$ cat src/rtl/mux_arb_nxw.sv
// mux_arb_nxw: N-channel arbitrated multiplexer with a single registered output stage.
//
// A request is granted only when the output register can take new data: either it is
// empty, or downstream drains it on the same edge. The grant is combinational. The
// selected channel's data and index load into the output register on the granted edge.
//
// Parameters
//   N_CH : number of input channels (2..16)
//   DW   : data width per channel (1..64)
//
// Ports
//   clk       : clock; all state updates on the rising edge
//   rst_n     : asynchronous active-low reset
//   mode_in   : 00 round-robin, 01 fixed priority (lowest index wins),
//               10 forced select, 11 behaves as round-robin
//   sel_in    : channel index used in forced mode
//   req_in    : per-channel request
//   data_in   : packed channel data; channel k at [k*DW +: DW]
//   gnt_out   : one-hot accept strobe; channel k transfers on an edge where gnt_out[k]=1
//   m_out     : registered selected data
//   ch_out    : registered index of the channel that supplied m_out
//   valid_out : m_out/ch_out hold a transfer
//   ready_in  : downstream accepts when valid_out and ready_in are both high
module mux_arb_nxw #(
    parameter int unsigned N_CH = 3,
    parameter int unsigned DW   = 16,
    localparam int unsigned CW  = ($clog2(N_CH) > 1) ? $clog2(N_CH) : 1
) (
    input  logic                 clk,
    input  logic                 rst_n,
    input  logic [1:0]           mode_in,
    input  logic [CW-1:0]        sel_in,
    input  logic [N_CH-1:0]      req_in,
    input  logic [N_CH*DW-1:0]   data_in,
    output logic [N_CH-1:0]      gnt_out,
    output logic [DW-1:0]        m_out,
    output logic [CW-1:0]        ch_out,
    output logic                 valid_out,
    input  logic                 ready_in
);

    // Request vector padded to the full index range so that any sel_in value can
    // index it; indices at or above N_CH read as "no request".
    localparam int unsigned NP = 1 << CW;

    logic [NP-1:0]   w_req_ext;
    logic            w_accept;
    logic            w_found;
    logic [CW-1:0]   w_idx;
    logic            w_grant;
    logic            w_rr_mode;
    logic [DW-1:0]   w_data;

    logic            r_valid;
    logic [DW-1:0]   r_m;
    logic [CW-1:0]   r_ch;
    logic [CW-1:0]   r_rr_ptr;

    assign w_req_ext = NP'(req_in);
    assign w_accept  = !r_valid || ready_in;
    // Reserved mode 11 shares the round-robin path.
    assign w_rr_mode = (mode_in[0] == mode_in[1]);

    always_comb begin
        w_found = 1'b0;
        w_idx   = '0;
        unique case (mode_in)
            2'b01: begin
                for (int i = 0; i < int'(N_CH); i++) begin
                    if (!w_found && req_in[i]) begin
                        w_found = 1'b1;
                        w_idx   = CW'(i);
                    end
                end
            end
            2'b10: begin
                if (w_req_ext[sel_in]) begin
                    w_found = 1'b1;
                    w_idx   = sel_in;
                end
            end
            default: begin
                for (int i = 0; i < int'(N_CH); i++) begin
                    int cand;
                    cand = int'(r_rr_ptr) + i;
                    if (cand >= int'(N_CH)) begin
                        cand = cand - int'(N_CH);
                    end
                    if (!w_found && w_req_ext[CW'(cand)]) begin
                        w_found = 1'b1;
                        w_idx   = CW'(cand);
                    end
                end
            end
        endcase
    end

    // Gating with rst_n keeps the strobe low for the whole reset window, not only
    // after the registers have cleared.
    assign w_grant = w_found && w_accept && rst_n;
    assign gnt_out = w_grant ? (N_CH'(1) << w_idx) : '0;
    assign w_data  = data_in[w_idx*DW +: DW];

    always_ff @(posedge clk or negedge rst_n) begin
        if (!rst_n) begin
            r_valid  <= 1'b0;
            r_m      <= '0;
            r_ch     <= '0;
            r_rr_ptr <= '0;
        end else begin
            if (w_grant) begin
                r_valid <= 1'b1;
                r_m     <= w_data;
                r_ch    <= w_idx;
                if (w_rr_mode) begin
                    r_rr_ptr <= (w_idx == CW'(N_CH - 1)) ? '0 : w_idx + 1'b1;
                end
            end else if (ready_in) begin
                // Drained with nothing new: data and index keep their last value.
                r_valid <= 1'b0;
            end
        end
    end

    assign valid_out = r_valid;
    assign m_out     = r_m;
    assign ch_out    = r_ch;

endmodule

$ cat config.mk
export PLATFORM = sky130hd
export DESIGN_NAME = mux_arb_nxw
export DESIGN_NICKNAME = d
export VERILOG_FILES = /design/src/rtl/mux_arb_nxw.sv
export SDC_FILE = /design/constraint.sdc
export NUM_CORES = 1
export LEC_CHECK = 0
export ABC_AREA = 1
export BUFFER_PORTS_ARGS = -buffer_cell sky130_fd_sc_hd__buf_4
export CAP_MARGIN = 0
export CORE_ASPECT_RATIO = 2
export CORE_UTILIZATION = 40
export CTS_BUF_LIST = sky130_fd_sc_hd__clkbuf_16
export CTS_CLUSTER_SIZE = 24
export DETAILED_ROUTE_END_ITERATION = 12
export GPL_TIMING_DRIVEN = 0
export PLACE_DENSITY_LB_ADDON = 0.25
export SLEW_MARGIN = 20
export SYNTH_ARGS = -nofsm -noshare
export SYNTH_HDL_FRONTEND = slang
export SYNTH_SLANG_ARGS = --single-unit
$ cat constraint.sdc
create_clock -name clk -period 5 [get_ports clk]
set_input_delay 0.5 -clock clk [delete_from_list [all_inputs] [get_ports clk]]
set_output_delay 0.5 -clock clk [all_outputs]
set_load 0.01 [all_outputs]
==> run metrics <==
# Max-Cap Violations 0; Routed WL 5310 um; CP max stage cell ha_1; Pint 0.706 mW; io pins 80; core area between 0.004 and 0.005 mm^2; Die W 50.0 um; Worst Path Buf+Inv 5; Hold WC Path Type input port to asynchronous set/reset pin; largest net degree at the start of global routing 23; most frequent cells in the layout 83 x buf_4, 58 x nand3_1, 54 x nor2_1; final hold violations 0; Worst Max-Slew Pin Slew 0.529 ns; CTS Buffer Depth 2; Final HPWL DP 4170 um; syn_nets 344; syn_area_per_cell 6.59 um^2; routed vias/inst 5.06; drt wl/cell 12.7 um; Setup Skew roughly 0.0019 ns; grt ovf 0; Post-Syn Area about 0.0018 mm^2; multi-input logic area 0.00104 mm^2; Buffers on Ports 79; CTS tree yes; Die H 98.1 um; critical path arrival 2.48 ns; cts bufs inserted 3; post-route cell area 0.00258 mm^2; critical path required time 4.50 ns; cell family with most CP delay simple AND/OR/NAND/NOR gates; FP Rows 34; gpl congestion 0.875; async set-reset flop share out of synthesis 100%; H-Tree Level Count 1; postcts setup bufs 0; Post-DP Area between 0.002 and 0.003 mm^2; Setup crit start kind flip-flop; critical path cell sequence inv_1 > ha_1 > inv_1 > nand2_1 > nand3_1 > nand2_1 > inv_2 > nand4_1 > nand3_4 > nand2_4 > buf_6 > nor3_1 > buf_4; Gate Count Post-Synth 280; cell area power density 505 mW/mm^2; Top FF cell, synth dfrtp_1; commonest non-fill, non-tap cell in the layout buf_4; Power Total ~1.3 mW; Crit path largest cell delay between 0.3 and 0.4 ns; Layout fillers 455; status complete, no violations; Storage cell area 526 um^2; Placement Setup Slack about 2.3 ns; switching part of the total a little under half; flops & latches, synth 21; fin crit share 59.7%; Antenna Cells 0; Post-synth EDFFs 0; 1st-iter DRT viols 52; initial antenna violation count 0; Final Max Tran Viols 0; Clk network pwr share about an eighth; Clock Root Buffer clkbuf_16; Final ANT Viol Nets 0; Die Area 0.00491 mm^2; Clock Latency Late Sink ~0.26 ns; endpoint type of the worst setup path output pin; Comb power frac 63.6%; critical path type flip-flop to output pin; maximum VDD drop 0.280 mV; Synth cell types 27; area delta synth->final 40.1%; DRT Pass-1 Iters 4; synth warn 0; NetSw approximately 0.6 mW; Setup WS post-layout 2.02 ns; Remaining DRCs 0; Max Clk Rate 335 MHz; Slew HR between 60 and 70%; worst-path maximum fanout 10; Post-CTS Resized 0; Sequential Power Share approximately a quarter; minimum clock period 2.98 ns; clock-pin slew on the worst setup and hold paths 0.06 ns; first-pass GRT wire length 8860 um; Starting Density 42.1%; # setup viols final 0; Total Nets Final 428; layout cells sized above 1 between 30% and 40%; vias in the first global route between 2000 and 2500; sequential-to-total area share from yosys stat ~28%; leakage 1.44 nW; RSZ-0062 raised after global routing false; Final TNS setup 0 ns; CTS sink cnt 21; Tot GR Track Use between 20 and 25%; via count 2108; hold_ws 0.125 ns; CTS Hold Bufs 0
==> logic make-up after synthesis <==
kind of cell	Yosys count	synth area share, %
buffers and inverters	63	15.1
adder cells (fa/ha/maj)	6	4.07
AO/OA/AOI/OAI	27	9.49
flip-flops	21	28.5
AND/OR/NAND/NOR	163	42.8
==> per-layer routing <==
metal  GRT usage, %  wire length [um]
met2           43.5              3000
met1           23.7              1940
met4           12.1               183
met3           1.71               191
met5              0                 0
==> state kept, by name, summed over array words and instances, names as in the netlist <==
register	cells
r_rr_ptr	2
ch_out	2
valid_out	1
m_out	16
==> power groups by stage <==
stage	Sequential, mW	Clock (mW)	Combinational (mW)
2_1_floorplan	0.332	0	0.516
3_3_place_gp	0.305	0	0.818
3_5_place_dp	0.307	0	0.832
4_1_cts	0.305	0.172	0.834
5_1_grt	0.316	0.177	0.915
6_report	0.304	0.170	0.830
==> final timing paths <==
path / from / to / slack, ns / cells after the start
worst max-delay path: r_rr_ptr[0]$_DFFE_PN0P_ / gnt_out[2] / 2.02 / 13
worst min-delay path: rst_n / m_out[4]$_DFFE_PN0P_ / 0.13 / 1
worst max register to register: r_rr_ptr[0]$_DFFE_PN0P_ / m_out[2]$_DFFE_PN0P_ / 2.70 / 13
worst min register to register: ch_out[1]$_DFFE_PN0P_ / ch_out[1]$_DFFE_PN0P_ / 0.51 / 1
max in group asynchronous: rst_n / m_out[15]$_DFFE_PN0P_ / 4.65 / 1
min in group clk: ready_in / valid_out$_DFFE_PN0P_ / 0.50 / 4
==> through the flow <==
step                      util [%]  instances
after global placement        57.2        413
after CTS                     59.0        417
after floorplan                  -        280
after detailed placement      57.2        413
after global routing          59.0        417
final                         59.0        417
==> cells in the mapped netlist, drive strengths merged (2+ instances only) <==
master / count / share of area (%)
a31oi: 2 / 0.68
nand3b: 2 / 0.81
buf: 11 / 4.5
inv: 51 / 10
a21oi: 19 / 6.2
nand2: 38 / 9.9
ha: 6 / 4.1
nand3: 63 / 19
o21ai: 3 / 1.4
nor3: 2 / 0.54
dfrtp: 21 / 28
nand4: 4 / 1.4
nor2: 54 / 11
==> final cells by class <==
| class | count | share of cell area (%) |
|---|---|---|
| Multi-Input combinational cell | 196 | 40.3 |
| Timing Repair Buffer | 79 | 22.9 |
| Sequential cell | 21 | 20.3 |
| Inverter | 51 | 7.41 |
| Buffer | 12 | 3.39 |
| Clock buffer | 3 | 2.90 |
| Tap cell | 54 | 2.61 |
| Clock inverter | 1 | 0.145 |
==> worst reg2reg max path: stages (launching register included) <==
cell and delay, ns:
dfrtp_1 0.37, inv_1 0.09, ha_1 0.38, inv_1 0.12, nand2_1 0.06, nand3_1 0.06, nand2_1 0.10, inv_2 0.11
nand4_1 0.14, nand3_4 0.20, buf_2 0.26, nand3_1 0.10, nand3_1 0.12, a21oi_2 0.06
No activity file was read; power rests on OpenSTA's default activity.
